`src/rtl/bus_cycle_ctrl.sv`:
```
// ---------------------------------------------------------------------------
// bus_cycle_ctrl
//   Cycle controller for a 65C816 system. Derives PHI2 from clk, latches the
//   bank byte multiplexed on the data bus at the PHI2 rising edge, decodes the
//   full 24-bit address into prioritised active-low chip selects, and stretches
//   the PHI2 high phase by a per-region number of wait states.
//
// Ports
//   clk        in   system clock (only clock in the block)
//   resb       in   asynchronous active-low reset
//   ab         in   CPU address bus [15:0]
//   db_in      in   CPU data bus input, carries the bank byte while PHI2 low
//   vpa, vda   in   CPU valid program / data address
//   rwb        in   CPU read(1) / write(0)
//   phi2       out  generated CPU clock
//   bank       out  latched bank byte
//   addr24     out  {bank, latched ab}, stable for the whole high phase
//   cs_n       out  active-low region selects [NUM_REGIONS-1:0], at most one low
//   rd_n       out  active-low read strobe
//   wr_n       out  active-low write strobe
//   db_oe      out  drive the CPU data bus (read from a mapped region)
//   ws_active  out  PHI2 high phase is currently being stretched
//   unmapped   out  valid cycle that hit no region, for the whole high phase
//   dbg_state  out  current FSM state (LO=0, HI=1, WAIT=2)
// ---------------------------------------------------------------------------
module bus_cycle_ctrl #(
    parameter int                          HALF_DIV    = 2,
    parameter int                          NUM_REGIONS = 4,
    parameter logic [24*NUM_REGIONS-1:0]   REGION_BASE = {24'h010000, 24'h00C000, 24'h008000, 24'h000000},
    parameter logic [24*NUM_REGIONS-1:0]   REGION_MASK = {24'hFF0000, 24'hFFC000, 24'hFFFFF0, 24'hFF8000},
    parameter logic [4*NUM_REGIONS-1:0]    REGION_WS   = {4'd0, 4'd1, 4'd2, 4'd0}
) (
    input  logic                   clk,
    input  logic                   resb,
    input  logic [15:0]            ab,
    input  logic [7:0]             db_in,
    input  logic                   vpa,
    input  logic                   vda,
    input  logic                   rwb,
    output logic                   phi2,
    output logic [7:0]             bank,
    output logic [23:0]            addr24,
    output logic [NUM_REGIONS-1:0] cs_n,
    output logic                   rd_n,
    output logic                   wr_n,
    output logic                   db_oe,
    output logic                   ws_active,
    output logic                   unmapped,
    output logic [1:0]             dbg_state
);

    // Counter must cover the longest stretch: 15 wait states of HALF_DIV clks.
    localparam int CNT_W = $clog2(HALF_DIV * 16 + 1);
    localparam logic [CNT_W-1:0] HALF_LAST = CNT_W'(HALF_DIV - 1);

    localparam logic [1:0] ST_LO   = 2'd0;
    localparam logic [1:0] ST_HI   = 2'd1;
    localparam logic [1:0] ST_WAIT = 2'd2;

    logic [1:0]             r_state;
    logic [CNT_W-1:0]       r_cnt;
    logic [CNT_W-1:0]       r_wait_last;
    logic                   r_has_ws;
    logic                   r_phi2;
    logic [7:0]             r_bank;
    logic [23:0]            r_addr24;
    logic [NUM_REGIONS-1:0] r_cs_n;
    logic                   r_rd_n;
    logic                   r_wr_n;
    logic                   r_db_oe;
    logic                   r_ws_active;
    logic                   r_unmapped;

    logic [23:0]            w_addr;
    logic                   w_valid;
    logic                   w_hit;
    logic [3:0]             w_hit_ws;
    logic [NUM_REGIONS-1:0] w_cs_n;
    logic [CNT_W-1:0]       w_wait_last;
    logic                   w_end;

    // Region decode of the address presented during PHI2 low. Scanning from the
    // highest index down lets the lowest matching index overwrite, so it wins.
    always_comb begin
        w_addr   = {db_in, ab};
        w_valid  = vpa | vda;
        w_hit    = 1'b0;
        w_hit_ws = 4'd0;
        w_cs_n   = '1;
        for (int i = NUM_REGIONS - 1; i >= 0; i--) begin
            if ((w_addr & REGION_MASK[24*i +: 24]) == REGION_BASE[24*i +: 24]) begin
                w_hit     = 1'b1;
                w_hit_ws  = REGION_WS[4*i +: 4];
                w_cs_n    = '1;
                w_cs_n[i] = 1'b0;
            end
        end
        // Last count value of the WAIT phase; meaningless when no wait states.
        w_wait_last = CNT_W'(int'(w_hit_ws) * HALF_DIV - 1);
    end

    // High phase (HI, optionally followed by WAIT) finishes on this edge.
    always_comb begin
        w_end = 1'b0;
        if (r_state == ST_HI && r_cnt == HALF_LAST && !r_has_ws)
            w_end = 1'b1;
        if (r_state == ST_WAIT && r_cnt == r_wait_last)
            w_end = 1'b1;
    end

    always_ff @(posedge clk or negedge resb) begin
        if (!resb) begin
            r_state     <= ST_LO;
            r_cnt       <= '0;
            r_wait_last <= '0;
            r_has_ws    <= 1'b0;
            r_phi2      <= 1'b0;
            r_bank      <= 8'h00;
            r_addr24    <= 24'h000000;
            r_cs_n      <= '1;
            r_rd_n      <= 1'b1;
            r_wr_n      <= 1'b1;
            r_db_oe     <= 1'b0;
            r_ws_active <= 1'b0;
            r_unmapped  <= 1'b0;
        end else if (w_end) begin
            // Every strobe drops together with PHI2 on one edge.
            r_state     <= ST_LO;
            r_cnt       <= '0;
            r_phi2      <= 1'b0;
            r_cs_n      <= '1;
            r_rd_n      <= 1'b1;
            r_wr_n      <= 1'b1;
            r_db_oe     <= 1'b0;
            r_ws_active <= 1'b0;
            r_unmapped  <= 1'b0;
        end else begin
            case (r_state)
                ST_LO: begin
                    if (r_cnt == HALF_LAST) begin
                        // Sampling edge: the only point where CPU inputs matter.
                        r_state     <= ST_HI;
                        r_cnt       <= '0;
                        r_phi2      <= 1'b1;
                        r_bank      <= db_in;
                        r_addr24    <= w_addr;
                        r_wait_last <= w_wait_last;
                        r_has_ws    <= w_valid && w_hit && (w_hit_ws != 4'd0);
                        r_unmapped  <= w_valid && !w_hit;
                        if (w_valid && w_hit) begin
                            r_cs_n  <= w_cs_n;
                            r_rd_n  <= ~rwb;
                            r_wr_n  <= rwb;
                            r_db_oe <= rwb;
                        end
                    end else begin
                        r_cnt <= r_cnt + CNT_W'(1);
                    end
                end
                ST_HI: begin
                    if (r_cnt == HALF_LAST) begin
                        // Only reached with wait states pending (else w_end).
                        r_state     <= ST_WAIT;
                        r_cnt       <= '0;
                        r_ws_active <= 1'b1;
                    end else begin
                        r_cnt <= r_cnt + CNT_W'(1);
                    end
                end
                ST_WAIT: begin
                    r_cnt <= r_cnt + CNT_W'(1);
                end
                default: begin
                    r_state <= ST_LO;
                    r_cnt   <= '0;
                end
            endcase
        end
    end

    assign phi2      = r_phi2;
    assign bank      = r_bank;
    assign addr24    = r_addr24;
    assign cs_n      = r_cs_n;
    assign rd_n      = r_rd_n;
    assign wr_n      = r_wr_n;
    assign db_oe     = r_db_oe;
    assign ws_active = r_ws_active;
    assign unmapped  = r_unmapped;
    assign dbg_state = r_state;

endmodule

```
`config.mk`:
```
export PLATFORM = sky130hd
export DESIGN_NAME = bus_cycle_ctrl
export DESIGN_NICKNAME = d
export VERILOG_FILES = /design/src/rtl/bus_cycle_ctrl.sv
export SDC_FILE = /design/constraint.sdc
export NUM_CORES = 1
export LEC_CHECK = 0
export ABC_AREA = 1
export BUFFER_PORTS_ARGS = -buffer_cell sky130_fd_sc_hd__buf_2
export CAP_MARGIN = 0
export CORE_MARGIN = 2
export CORE_UTILIZATION = 46
export CTS_CLUSTER_DIAMETER = 60
export CTS_CLUSTER_SIZE = 12
export DETAILED_ROUTE_END_ITERATION = 8
export PLACE_DENSITY_LB_ADDON = 0.2
export SYNTH_ARGS = -nofsm -noshare
export SYNTH_HDL_FRONTEND = slang
export SYNTH_SLANG_ARGS = --single-unit
```
`constraint.sdc`:
```
create_clock -name clk -period 1.55 [get_ports clk]
set_clock_uncertainty 0.1 [all_clocks]
set_input_delay 0.0775 -clock clk [delete_from_list [all_inputs] [get_ports clk]]
set_output_delay 0.0775 -clock clk [all_outputs]
set_load 0.02 [all_outputs]
```
[Word-level counts from Yosys, hierarchy flattened]
Index checks and enable logic that the tools add are counted.
Cells by class
  add/subtract/negate cells: 2
  divide/modulo/power cells: 0
  reduce and logical (&&, ||, !) cells: 21
  equality and inequality tests: 10
  multipliers: 0
  mux-type cells: 41
  bitwise gates (word level): 3
  shifts and indexed selects: 0
  $lt $le $gt $ge: 0
Operators with widths (number)
  4-bit 2-to-1 mux: 9
  24-bit logical NOT: 1
  1-bit 2-to-1 mux: 24
  20-bit by 12-bit equality test with 1-bit output, second input constant: 1
  6-bit 2-to-1 mux: 2
  6-bit case mux with 2 select lines: 1
  10-bit by 2-bit equality test with 1-bit output, second input constant: 1
  3-bit AND reduction: 3
  8-bit by 1-bit equality test with 1-bit output, second input constant: 1
  2-bit 2-to-1 mux: 4
  2-bit nonzero test: 4
  6-bit by 1-bit adder with 6-bit output, second input constant: 1
  6-bit by 1-bit equality test with 1-bit output, second input constant: 1
  6-bit equality test: 1
  1-bit logical AND: 6
  2-bit case mux with 3 select lines: 1
  5-bit by 1-bit subtractor with 6-bit output, second input constant: 1
  2-bit AND reduction: 2
  4-bit nonzero test: 1
  3-bit by 2-bit != test with 1-bit output, second input constant: 1
  3-bit != test, second input constant: 1
  2-bit by 1-bit equality test with 1-bit output, second input constant: 1
  2-bit equality test, second input constant: 1
  1-bit logical NOT: 2
  other kinds (5): 6
Word-level totals
  memory bits (writable): 0
  latch bits: 0
  logic and storage cells: 90
  register bits: 57
  memories: 0
  memory bits (read-only): 0

[Logic depth before layout (Yosys ltp)]
  depth after elaboration: 10
  depth in mapped cells: 11
  mapped depth without buffers: 10

[Least setup slack after synthesis]
OpenSTA, ideal clock, no wires.
  path kind: reg2reg
  from: register r_state[1], in the netlist dbg_state[1]
  to: register r_db_oe, in the netlist db_oe
  data arrival time: 1.330 ns
  setup slack: 0.002 ns
  stages on the path, launching flop included: 11
  data required time: 1.332 ns
  clock period less this slack: 1.548 ns
  library setup time: 0.118 ns
  path buffers: 1
  path through: dfrtp_1 inv_2 nor2_1 nand2_1 a21oi_2 nand3_2 nand2_4 inv_4 buf_6 nand3_1 nand2_1
On the way
  cells in the longest elaborated chain, start to end: 7
  elaborated cells between the ends (all ways): 13
  classes of those cells: eq/ne: 2; mux: 3; reduce/logical: 8
Ends and longest elaborated chain
  from (decl): line 60  | logic [1:0] r_state;
  from (signal assigned): line 113  | r_state <= ST_LO;
  from (signal assigned): line 128  | r_state <= ST_LO;
  from (signal assigned): line 142  | r_state <= ST_HI;
  2-bit by 1-bit equality test with 1-bit output: line 105  | if (r_state == ST_HI && r_cnt == HALF_LAST && !r_has_ws)
  1-bit logical AND (2 in series): line 105
  1-bit 2-to-1 mux: line 105
  1-bit 2-to-1 mux: line 107  | if (r_state == ST_WAIT && r_cnt == r_wait_last)
  2-bit nonzero test (no line)
  3-bit AND reduction (no line)
  to (signal assigned): line 154  | r_db_oe <= rwb;
  to (decl): line 70  | logic r_db_oe;
Several ways; a longest one is shown, not always the timed one.
A chain may end at the register's enable or synchronous reset.

[Final worst setup path]
  from: register r_cnt[1]
  to: register r_cs_n[1], in the netlist cs_n[1]
On the way
  cells in the longest elaborated chain, start to end: 7
  elaborated cells between the ends (all ways): 12
  classes of those cells: eq/ne: 2; mux: 3; reduce/logical: 7
Ends and longest elaborated chain
  from (decl): line 61  | logic [CNT_W-1:0] r_cnt;
  from (signal assigned): line 157  | r_cnt <= r_cnt + CNT_W'(1);
  from (signal assigned): line 167  | r_cnt <= r_cnt + CNT_W'(1);
  from (signal assigned): line 171  | r_cnt <= r_cnt + CNT_W'(1);
  6-bit by 1-bit equality test with 1-bit output: line 105, 140
  1-bit logical AND (2 in series): line 105
  1-bit 2-to-1 mux: line 105
  1-bit 2-to-1 mux: line 107
  2-bit nonzero test (no line)
  3-bit AND reduction (no line)
  to (signal assigned): line 151  | r_cs_n <= w_cs_n;
  to (decl): line 67  | logic [NUM_REGIONS-1:0] r_cs_n;
Several ways; a longest one is shown, not always the timed one.

==> impl_metrics.env <==
export IMPL_setup_slack_ns=-0.0542
export IMPL_syn_avg_cell_area_um2=8.47
export IMPL_arrival_ns=1.75
export IMPL_totalPowerFinal_mw=7.28
export IMPL_r2r_cells=10
export IMPL_grt_pass1_wl_um=8790
export IMPL_boundaryPins=73
export IMPL_r2r_slack_ns=-0.05
export IMPL_status="finished, violations left"
export IMPL_gp_routability_congestion=0.774
export IMPL_final_cells=462
export IMPL_place_hpwl_um=3510
export IMPL_setup_viol=32
export IMPL_ys_flop_type="dfrtp_1"
export IMPL_hold_path_class="in2reg"
export IMPL_synth_seq_area_share=0.514
export IMPL_grt_max_degree=48
export IMPL_drtAntennaViolNets=0
export IMPL_start_util=0.482
export IMPL_tns_ns=-0.977
export IMPL_async_flop_share=1.00
export IMPL_dp_cells=414
export IMPL_netlist_area_mm2=0.00230
export IMPL_ir_drop_v=0.00127
export IMPL_placed_area_mm2=0.00277
export IMPL_wl_um=6030
export IMPL_synth_edf_count=0
export IMPL_start_kind="flop"
export IMPL_rsz0062_at_grt="true"
export IMPL_synth_seq_cells=47
export IMPL_fin_crit_sh=1.03
export IMPL_tritoncts="built"
export IMPL_maxCapViolCount=0
export IMPL_worstPathRequired_ns=1.70
export IMPL_diodes=0
export IMPL_synth_cell_types=30
export IMPL_endpoint_kind="flop"
export IMPL_critPathLaunch="r_cnt[1]"
export IMPL_fp_dieH_um=74.8
export IMPL_tightest_slew_ns=0.452
export IMPL_cts_buffers=5
export IMPL_slew_headroom=0.697
export IMPL_die_w_um=74.8
export IMPL_report_final_slew_viol_count=0
export IMPL_area_growth_pct=47.2
export IMPL_design_die_area_mm2=0.00559
export IMPL_min_period_ns=1.60
export IMPL_grt_pass1_vias=2002
export IMPL_design_area_mm2=0.00339
export IMPL_overflow=0
export IMPL_max_freq_mhz=623
export IMPL_fill_cells=378
export IMPL_power_leakage_nw=1.80
export IMPL_max_clock_path_buffers=2
export IMPL_synthCells=272
export IMPL_cp_endpoint="cs_n[1]"
export IMPL_fp_coreArea_mm2=0.00479
export IMPL_violations="negative setup slack"
export IMPL_cts_num_sinks=47
export IMPL_root_buffer="clkbuf_8"
export IMPL_timing_rr_end="cs_n[1]"
export IMPL_drt_initial_drc_count=124
export IMPL_layout_drive_gt1_share=0.370
export IMPL_crit_fanout=6
export IMPL_final_cell_mix="89 x nand2_1, 72 x buf_2, 41 x dfrtp_1, 25 x nor2_1, 25 x dlygate4sd3_1"
export IMPL_hold_ws_ns=0.0317
export IMPL_clock_latency_ns=0.30
export IMPL_wire_per_inst_um=13.0
export IMPL_pre_cts_ws_ns=-0.0321
export IMPL_mostFrequentLayoutCell="nand2_1"
export IMPL_route_detailed_drc=0
export IMPL_timing_rr_start="r_cnt[1]"
export IMPL_clk_pin_slew_ns=0.08
export IMPL_yosys_warnings=0
export IMPL_dr_pass1_iters=4
export IMPL_post_route_util=0.709
export IMPL_antenna_found_initial=0
export IMPL_syn_nets=305
export IMPL_via_count=2164
export IMPL_ctsHtreeMaxLevel=2
export IMPL_portBuffers=72
export IMPL_nNetsFinal=427
export IMPL_grt_total_usage=0.206
export IMPL_p_per_area_mw_per_mm2=2150
export IMPL_finalHoldViolCount=0
export IMPL_vias_per_cell=4.68
export IMPL_critical_path_class="reg2reg"
export IMPL_num_rows=25
[layer usage]
layer  vias up  global-route usage  part of all wire
met5         -                   0                 0
met3        10              0.0522             0.045
met2        55               0.339              0.52
li1       1078                   -                 -
met1      1021               0.267              0.43
met4         0              0.0675             0.012
[what timing repair did]
| item | CTS | global route |
|---|---|---|
| endpoints found under the hold margin | 73 | 0 |
| resized for setup | 3 | 32 |
| pin swaps | 3 | 7 |
| setup buffers | 2 | 8 |
| hold buffers | 25 | 0 |
| setup endpoints to repair | 18 | 45 |
| cloned | 0 | 5 |
[critical path, cell delays in order, from the launching register on]
cell	delay (ns)
dfrtp_1	0.39
inv_1	0.06
ha_2	0.17
nand2_2	0.07
nor2_4	0.17
nand2_4	0.11
nor2_4	0.18
nand2_4	0.10
nand2_4	0.09
nand2_1	0.06
nand2_1	0.06
[Yosys cell counts, types with 3 or more instances]
library cell,number,area (um^2)
nand2_1,97,364
nand2_4,3,33.8
buf_4,8,60.1
nor2_1,26,97.6
buf_6,5,56.3
o21ai_0,9,45.0
dfrtp_1,41,1030
nand4_1,5,31.3
nand3_1,15,75.1
dfstp_2,6,158
ha_1,4,50.1
inv_1,20,75.1
o21ai_1,5,25.0
[worst min path at each step]
stage               depth (start not counted)         end  startpoint
CTS                                         5     cs_n[2]    db_in[7]
detailed placement                          2     bank[3]        resb
finish                                      5     cs_n[2]    db_in[7]
global route                                5     cs_n[2]    db_in[7]
floorplan                                   0   addr24[0]        resb
global placement                            2  addr24[11]        resb
[kinds of logic (layout without fill, tap and decap cells)]
family	Yosys count	in the layout	synth area share
compound gates	18	18	0.0413
flops	47	47	0.514
buf+inv	39	161	0.0955
fa+ha+maj	4	4	0.0217
xor+xnor	4	4	0.0152
simple gates	160	161	0.313
[sequential cells by signal, indices dropped and copies added, names as in the netlist]
name         count
addr24          16
bank             8
cs_n             4
db_oe            1
dbg_state        2
phi2             1
r_cnt            6
r_has_ws         1
r_wait_last      4
rd_n             1
unmapped         1
wr_n             1
ws_active        1
[where the power goes]
part / switching (mW) / leakage [nW] / internal [mW]
logic: 2.48 / 1.19 / 1.89
registers: 0.335 / 0.569 / 1.85
clock network: 0.408 / 0.0422 / 0.318
[final cells by class]
cell class              instances  area (um^2)  area share
well taps                      67         83.8      0.0247
inverters                      24          110      0.0324
repair buffers                129          967       0.285
clock buffers                   7         76.3      0.0225
clock inverters                 1         5.00     0.00147
multi-input cells             187          967       0.285
flip-flops and latches         47         1180       0.349
No activity file was read; power rests on OpenSTA's default activity.
